File: config.mk
export PLATFORM = sky130hd
export DESIGN_NAME = pipe_hazard_ctrl_flat
export DESIGN_NICKNAME = d
export VERILOG_FILES = /design/src/rtl/pipe_hazard_ctrl_if.sv /design/src/rtl/pipe_hazard_ctrl.sv /design/src/flat_wrapper.sv
export SDC_FILE = /design/constraint.sdc
export NUM_CORES = 1
export LEC_CHECK = 0
export ABC_AREA = 1
export ABC_CLOCK_PERIOD_IN_PS = 2250
export CAP_MARGIN = 30
export CORE_AREA = 8 8 59 61
export DETAILED_ROUTE_END_ITERATION = 10
export DIE_AREA = 0 0 67 69
export GPL_TIMING_DRIVEN = 0
export HOLD_SLACK_MARGIN = 0.03
export PLACE_DENSITY = 0.84
export SLEW_MARGIN = 10
export SYNTH_ARGS = -nofsm -noshare
export SYNTH_HDL_FRONTEND = slang
export SYNTH_SLANG_ARGS = --single-unit
File: constraint.sdc
create_clock -name clk_i -period 2.25 [get_ports clk_i]
set_input_delay 0.3375 -clock clk_i [delete_from_list [all_inputs] [get_ports clk_i]]
set_output_delay 0.3375 -clock clk_i [all_outputs]
set_load 0.02 [all_outputs]
File: src/rtl/pipe_hazard_ctrl_if.sv
// Stall/flush control bundle between the datapath (master) and pipe_hazard_ctrl (slave).
interface pipe_hazard_ctrl_if #(
   parameter int unsigned NUM_STAGES = 6,
   parameter int unsigned CYC_W      = 6,
   parameter int unsigned CNT_W      = 16
);
   logic                  stallreq_from_if_i;
   logic                  stallreq_from_id_i;
   logic                  stallreq_from_mem_i;
   logic                  ex_start_i;
   logic [CYC_W-1:0]      ex_cycles_i;
   logic                  br_flush_i;
   logic                  exc_flush_i;
   logic [NUM_STAGES-1:0] stall_o;
   logic [NUM_STAGES-1:0] flush_o;
   logic                  ex_busy_o;
   logic                  ex_done_o;
   logic [CNT_W-1:0]      stall_cycles_o;
   logic [CNT_W-1:0]      flush_count_o;

   modport master (
      output stallreq_from_if_i, stallreq_from_id_i, stallreq_from_mem_i,
      output ex_start_i, ex_cycles_i, br_flush_i, exc_flush_i,
      input  stall_o, flush_o, ex_busy_o, ex_done_o, stall_cycles_o, flush_count_o
   );

   modport slave (
      input  stallreq_from_if_i, stallreq_from_id_i, stallreq_from_mem_i,
      input  ex_start_i, ex_cycles_i, br_flush_i, exc_flush_i,
      output stall_o, flush_o, ex_busy_o, ex_done_o, stall_cycles_o, flush_count_o
   );
endinterface

File: src/rtl/pipe_hazard_ctrl.sv
// Pipeline stall/flush controller: thermometer stall merge, multi-cycle EX FSM, deferred branch flush.
// Optional perf counters are built when PIPE_HAZARD_PERF_CNT_EN is defined.
module pipe_hazard_ctrl #(
   parameter int unsigned          NUM_STAGES = 6,
   parameter int unsigned          IF_DEPTH   = 3,
   parameter int unsigned          ID_DEPTH   = 3,
   parameter int unsigned          EX_DEPTH   = 4,
   parameter int unsigned          MEM_DEPTH  = 5,
   parameter logic [NUM_STAGES-1:0] BR_FLUSH  = 6'b000110,
   parameter int unsigned          CYC_W      = 6,
   parameter int unsigned          CNT_W      = 16
) (
   input logic               clk_i,
   input logic               rst_i,
   pipe_hazard_ctrl_if.slave bus
);

   typedef enum logic [0:0] {StIdle, StBusy} ex_state_e;

   ex_state_e             state_q, state_d;
   logic [CYC_W-1:0]      cnt_q, cnt_d;
   logic                  pend_q, pend_d;

   logic                  ex_long;
   logic                  ex_stall;
   logic                  br_req;
   logic [NUM_STAGES-1:0] stall_raw;
   logic [NUM_STAGES-1:0] stall;
   logic [NUM_STAGES-1:0] flush;
   logic                  ex_busy;
   logic                  ex_done;

   assign ex_long  = (state_q == StIdle) && bus.ex_start_i && (bus.ex_cycles_i >= CYC_W'(2));
   assign ex_stall = (state_q == StBusy) || ex_long;
   assign br_req   = bus.br_flush_i || pend_q;

   always_ff @(posedge clk_i) begin
      if (rst_i) begin
         state_q <= StIdle;
         cnt_q   <= '0;
         pend_q  <= 1'b0;
      end else begin
         state_q <= state_d;
         cnt_q   <= cnt_d;
         pend_q  <= pend_d;
      end
   end

   always_comb begin
      state_d = state_q;
      cnt_d   = cnt_q;
      pend_d  = pend_q;
      if (bus.exc_flush_i) begin
         state_d = StIdle;
         cnt_d   = '0;
         pend_d  = 1'b0;
      end else begin
         unique case (state_q)
            StIdle: begin
               if (ex_long) begin
                  state_d = StBusy;
                  cnt_d   = bus.ex_cycles_i - CYC_W'(2);
               end
            end
            StBusy: begin
               if (cnt_q == '0) state_d = StIdle;
               else             cnt_d   = cnt_q - CYC_W'(1);
            end
            default: state_d = StIdle;
         endcase
         // A branch seen under EX stall is held until the first unstalled cycle.
         pend_d = ex_stall ? br_req : 1'b0;
      end
   end

   always_comb begin
      stall_raw = '0;
      for (int unsigned k = 0; k < NUM_STAGES; k++) begin
         if ((bus.stallreq_from_if_i  && k < IF_DEPTH)  ||
             (bus.stallreq_from_id_i  && k < ID_DEPTH)  ||
             (bus.stallreq_from_mem_i && k < MEM_DEPTH) ||
             (ex_stall                && k < EX_DEPTH)) begin
            stall_raw[k] = 1'b1;
         end
      end

      flush = '0;
      if (rst_i)                       flush = '0;
      else if (bus.exc_flush_i)        flush = '1;
      else if (!ex_stall && br_req)    flush = BR_FLUSH;

      stall = '0;
      if (!rst_i && !bus.exc_flush_i)  stall = stall_raw & ~flush;

      ex_busy = !rst_i && (state_q == StBusy);
      ex_done = !rst_i &&
                (((state_q == StIdle) && bus.ex_start_i && (bus.ex_cycles_i < CYC_W'(2))) ||
                 ((state_q == StBusy) && (cnt_q == '0)));
   end

   assign bus.stall_o   = stall;
   assign bus.flush_o   = flush;
   assign bus.ex_busy_o = ex_busy;
   assign bus.ex_done_o = ex_done;

`ifdef PIPE_HAZARD_PERF_CNT_EN
   logic [CNT_W-1:0] stall_cnt_q, flush_cnt_q;

   always_ff @(posedge clk_i) begin
      if (rst_i) begin
         stall_cnt_q <= '0;
         flush_cnt_q <= '0;
      end else begin
         if ((stall != '0) && (stall_cnt_q != '1)) stall_cnt_q <= stall_cnt_q + CNT_W'(1);
         if ((flush != '0) && (flush_cnt_q != '1)) flush_cnt_q <= flush_cnt_q + CNT_W'(1);
      end
   end

   assign bus.stall_cycles_o = stall_cnt_q;
   assign bus.flush_count_o  = flush_cnt_q;
`else
   assign bus.stall_cycles_o = CNT_W'(0);
   assign bus.flush_count_o  = CNT_W'(0);
`endif

endmodule

File: src/flat_wrapper.sv
// flat-port wrapper written by rule: the top's interface ports become plain ports
module pipe_hazard_ctrl_flat 
#(
   parameter int unsigned          NUM_STAGES = 6,
   parameter int unsigned          IF_DEPTH   = 3,
   parameter int unsigned          ID_DEPTH   = 3,
   parameter int unsigned          EX_DEPTH   = 4,
   parameter int unsigned          MEM_DEPTH  = 5,
   parameter logic [NUM_STAGES-1:0] BR_FLUSH  = 6'b000110,
   parameter int unsigned          CYC_W      = 6,
   parameter int unsigned          CNT_W      = 16
)
  (clk_i, rst_i, bus_stallreq_from_if_i, bus_stallreq_from_id_i, bus_stallreq_from_mem_i, bus_ex_start_i, bus_ex_cycles_i, bus_br_flush_i, bus_exc_flush_i, bus_stall_o, bus_flush_o, bus_ex_busy_o, bus_ex_done_o, bus_stall_cycles_o, bus_flush_count_o);
  pipe_hazard_ctrl_if #(.NUM_STAGES(NUM_STAGES), .CYC_W(CYC_W), .CNT_W(CNT_W)) bus_i ();
  input logic clk_i;
  input logic rst_i;
  input wire logic [$bits(bus_i.stallreq_from_if_i)-1:0] bus_stallreq_from_if_i;
  input wire logic [$bits(bus_i.stallreq_from_id_i)-1:0] bus_stallreq_from_id_i;
  input wire logic [$bits(bus_i.stallreq_from_mem_i)-1:0] bus_stallreq_from_mem_i;
  input wire logic [$bits(bus_i.ex_start_i)-1:0] bus_ex_start_i;
  input wire logic [$bits(bus_i.ex_cycles_i)-1:0] bus_ex_cycles_i;
  input wire logic [$bits(bus_i.br_flush_i)-1:0] bus_br_flush_i;
  input wire logic [$bits(bus_i.exc_flush_i)-1:0] bus_exc_flush_i;
  output wire logic [$bits(bus_i.stall_o)-1:0] bus_stall_o;
  output wire logic [$bits(bus_i.flush_o)-1:0] bus_flush_o;
  output wire logic [$bits(bus_i.ex_busy_o)-1:0] bus_ex_busy_o;
  output wire logic [$bits(bus_i.ex_done_o)-1:0] bus_ex_done_o;
  output wire logic [$bits(bus_i.stall_cycles_o)-1:0] bus_stall_cycles_o;
  output wire logic [$bits(bus_i.flush_count_o)-1:0] bus_flush_count_o;
  assign bus_i.stallreq_from_if_i = bus_stallreq_from_if_i;
  assign bus_i.stallreq_from_id_i = bus_stallreq_from_id_i;
  assign bus_i.stallreq_from_mem_i = bus_stallreq_from_mem_i;
  assign bus_i.ex_start_i = bus_ex_start_i;
  assign bus_i.ex_cycles_i = bus_ex_cycles_i;
  assign bus_i.br_flush_i = bus_br_flush_i;
  assign bus_i.exc_flush_i = bus_exc_flush_i;
  assign bus_stall_o = bus_i.stall_o;
  assign bus_flush_o = bus_i.flush_o;
  assign bus_ex_busy_o = bus_i.ex_busy_o;
  assign bus_ex_done_o = bus_i.ex_done_o;
  assign bus_stall_cycles_o = bus_i.stall_cycles_o;
  assign bus_flush_count_o = bus_i.flush_count_o;
  pipe_hazard_ctrl #(.NUM_STAGES(NUM_STAGES), .IF_DEPTH(IF_DEPTH), .ID_DEPTH(ID_DEPTH), .EX_DEPTH(EX_DEPTH), .MEM_DEPTH(MEM_DEPTH), .BR_FLUSH(BR_FLUSH), .CYC_W(CYC_W), .CNT_W(CNT_W)) u_core (.clk_i(clk_i), .rst_i(rst_i), .bus(bus_i));
endmodule
==> flow_metrics.env <==
export IMPL_status="completed"
export IMPL_yosys_register_bits=8
export IMPL_synthTopCellsByCount="38 x buf_4, 17 x nand2_1, 15 x inv_1, 15 x nor2_1, 12 x nand3_1"
export IMPL_multi_input_area_um2=570.5
export IMPL_synth_cell_types=26
export IMPL_area_delta_synth_final_pct=42.80
export IMPL_grt_max_degree=11
export IMPL_rrSetupSlack_ns=0.82
export IMPL_numCtsBuffers=3
export IMPL_dr_total_vias=941
export IMPL_synth_edf_count=0
export IMPL_ys_flop_type="dfxtp_1"
export IMPL_gr_total_overflow=0
export IMPL_hold_class="reg2reg"
export IMPL_antennaDiodeCount=0
export IMPL_path_clk_slew_ns=0.05
export IMPL_slowest_stage="clkdlybuf4s50_1"
export IMPL_crit_chain="clkdlybuf4s50_1 > nor2_4 > nand3_1 > nand2_2 > nand2_1 > o22ai_2 > dlygate4sd2_1"
export IMPL_portBuffers=26
export IMPL_fin_setup_tns_ns=0
export IMPL_async_reset_ff_frac=0
export IMPL_holdPathEnd="u_core.cnt_q[5]"
export IMPL_cts_root_buf="clkbuf_4"
export IMPL_die_w_um=67
export IMPL_vdd_drop_max_v=0.0002024
export IMPL_drc=0
export IMPL_post_cts_buffers=0
export IMPL_whs_path_depth=2
export IMPL_start_kind="input pin"
export IMPL_dpl_cell_area_mm2=0.001419
export IMPL_endpoint_kind="primary output"
export IMPL_drt_wl_total_um=2211
export IMPL_finalPower_w=0.0005296
export IMPL_synth_warning_count=0
export IMPL_syn_instance_count=149
export IMPL_clock_sinks=8
export IMPL_die_h_um=69
export IMPL_vias_per_cell=3.905
export IMPL_nFillCells=259
export IMPL_regArea_um2=160.2
export IMPL_synth_top_area_frac=0.2854
export IMPL_drv_slew=0
export IMPL_worstReg2RegStart="u_core.cnt_q[0]"
export IMPL_dieArea_mm2=0.004623
export IMPL_rr_worst_depth=11
export IMPL_cts_tree="done"
export IMPL_synth_most_common_cell="buf_4"
export IMPL_dr_pass1_iters=4
export IMPL_hold_viol=0
export IMPL_setup_viol_count_final=0
export IMPL_place_ws_ns=-0.2800
export IMPL_stdcell_area_mm2=0.001428
export IMPL_min_from="u_core.cnt_q[5]"
export IMPL_ios=60
export IMPL_grt_first_pass_wirelength_um=3546
export IMPL_clockBufferDepth=2
export IMPL_yosysSeqAreaShare=0.1602
export IMPL_p_leak_nw=0.8440
export IMPL_cp_required_ns=1.91
export IMPL_arrival_ns=1.80
export IMPL_avgSynthCellArea_um2=6.709
export IMPL_antenna_found_initial=0
export IMPL_drive_gt1_frac=0.3238
export IMPL_hpwl_um=1926
export IMPL_cts_htree_levels=1
export IMPL_dpl_cell_count=238
export IMPL_core_area_mm2=0.002615
export IMPL_layout_min_cycle_time_ns=2.142
export IMPL_yosys_area_top_type="buf_4"
export IMPL_grt_total_usage=0.09299
export IMPL_num_rows=19
export IMPL_skew_ns=0.0003332
export IMPL_fin_cells=241
export IMPL_cpPeakStageDelay_ns=0.46
export IMPL_worstSetupPathType="in2out"
export IMPL_min_period_over_period=0.9520
export IMPL_drt_iter0_drc=39
export IMPL_reg2reg_to="u_core.cnt_q[5]"
export IMPL_crit_path_max_fanout=3
export IMPL_power_density_mw_per_mm2=370.9
export IMPL_wl_per_cell_um=9.174
export IMPL_max_cap_violations=0
export IMPL_start_util=0.3823
export IMPL_synth_area_top_cells="buf_4 29%, dfxtp_1 16%, nand2_1 6.4%, nand3_1 6.0%, inv_1 5.6%"
export IMPL_syn_area_um2=999.7
export IMPL_worstSkewPairLatency_ns=0.25
export IMPL_max_clock_freq_mhz=466.9
export IMPL_place_congestion=0.8508
export IMPL_fin_ws_ns=0.1081
export IMPL_ant_nets=0
export IMPL_fin_nets=228
export IMPL_grt_pass1_vias=835
-- flip-flops by register name, indices dropped and copies added, names as in the netlist --
signal and count:
u_core.cnt_q 6, u_core.state_q 1, u_core.pend_q 1
-- cell families after synthesis --
kind of cell,Yosys count,synth area share
AND/OR/NAND/NOR,59,0.3154
flip-flops,8,0.1602
other,1,0.003751
buffers and inverters,61,0.3917
adder cells (fa/ha/maj),2,0.02503
AO/OA/AOI/OAI,18,0.1039
-- per-stage QoR --
step,utilization,hold slack [ns]
2_1_floorplan,-,0.4737
3_3_place_gp,0.5426,0.4938
3_5_place_dp,0.5426,0.5025
4_1_cts,0.5464,0.5088
5_1_grt,0.5459,0.5524
6_report,0.5459,0.5052
-- routing by layer --
layer / GRT usage / share of wire / vias to the layer above
li1: - / - / 521
met1: 0.1035 / 0.39 / 386
met2: 0.1553 / 0.50 / 32
met3: 0.01777 / 0.095 / 2
met4: 0.05581 / 0.012 / 0
met5: 0 / 0 / -
-- final cells by class --
type | count | share of cell area
plain buffers | 40 | 0.2156
clock buffers | 3 | 0.01578
inverters | 21 | 0.05872
multi-input cells | 112 | 0.3996
flip-flops and latches | 8 | 0.1122
well taps | 31 | 0.02717
repair buffers | 26 | 0.1709
-- worst max-delay path: cells and delay by family --
kind	cells	cell delay [ns]
buffers and inverters	2	0.82
AND/OR/NAND/NOR	4	0.47
AO/OA/AOI/OAI	1	0.16
-- layout by cell type, fill, tap and decap left out --
cell type / synthesis / final
a21oi_1: 3 / 3
a21oi_2: 1 / 1
and3_2: 1 / 1
buf_4: 38 / 39
buf_6: 2 / 2
clkbuf_2: 0 / 2
clkbuf_4: 0 / 3
clkdlybuf4s15_1: 0 / 1
clkdlybuf4s50_1: 0 / 13
clkinv_4: 1 / 1
conb_1: 1 / 33
dfxtp_1: 8 / 8
dlygate4sd2_1: 0 / 7
dlymetal6s2s_1: 0 / 2
ha_1: 2 / 2
inv_1: 15 / 15
inv_2: 5 / 5
nand2_1: 17 / 17
nand2_2: 3 / 3
nand2_4: 1 / 1
nand3_1: 12 / 12
nand3_2: 2 / 2
nand4_1: 1 / 1
nor2_1: 15 / 14
nor2_2: 2 / 3
nor2_4: 3 / 3
nor2_8: 1 / 1
nor3_1: 1 / 1
o21ai_0: 7 / 7
o21ai_1: 5 / 5
o21bai_1: 1 / 1
o22ai_2: 1 / 1
-- how the worst max path moves through the flow --
stage / end / start / depth (start not counted) / slack [ns]
finish: bus_flush_o[1] / bus_ex_cycles_i[3] / 7 / 0.11
global route: bus_stall_o[2] / bus_ex_cycles_i[3] / 9 / -0.009
CTS: bus_flush_o[2] / bus_ex_cycles_i[3] / 8 / 0.03
detailed placement: bus_stall_o[2] / bus_ex_cycles_i[3] / 9 / -0.28
global placement: bus_stall_o[2] / bus_ex_cycles_i[3] / 9 / -0.25
floorplan: bus_stall_o[2] / u_core.state_q / 7 / 0.51
-- report_power, final --
part | switching, W | internal, W | leakage, nW
clock network | 0.0000438 | 0.0000607 | 0.0138
logic | 0.000153 | 0.000116 | 0.765
registers | 0.00000716 | 0.000149 | 0.0654
-- repair_timing --
item,CTS,global route
resized for setup,13,7
pin swaps,0,1
hold buffers,0,0
endpoints found under the setup margin,12,5
Power figures use the tool's default switching activity.
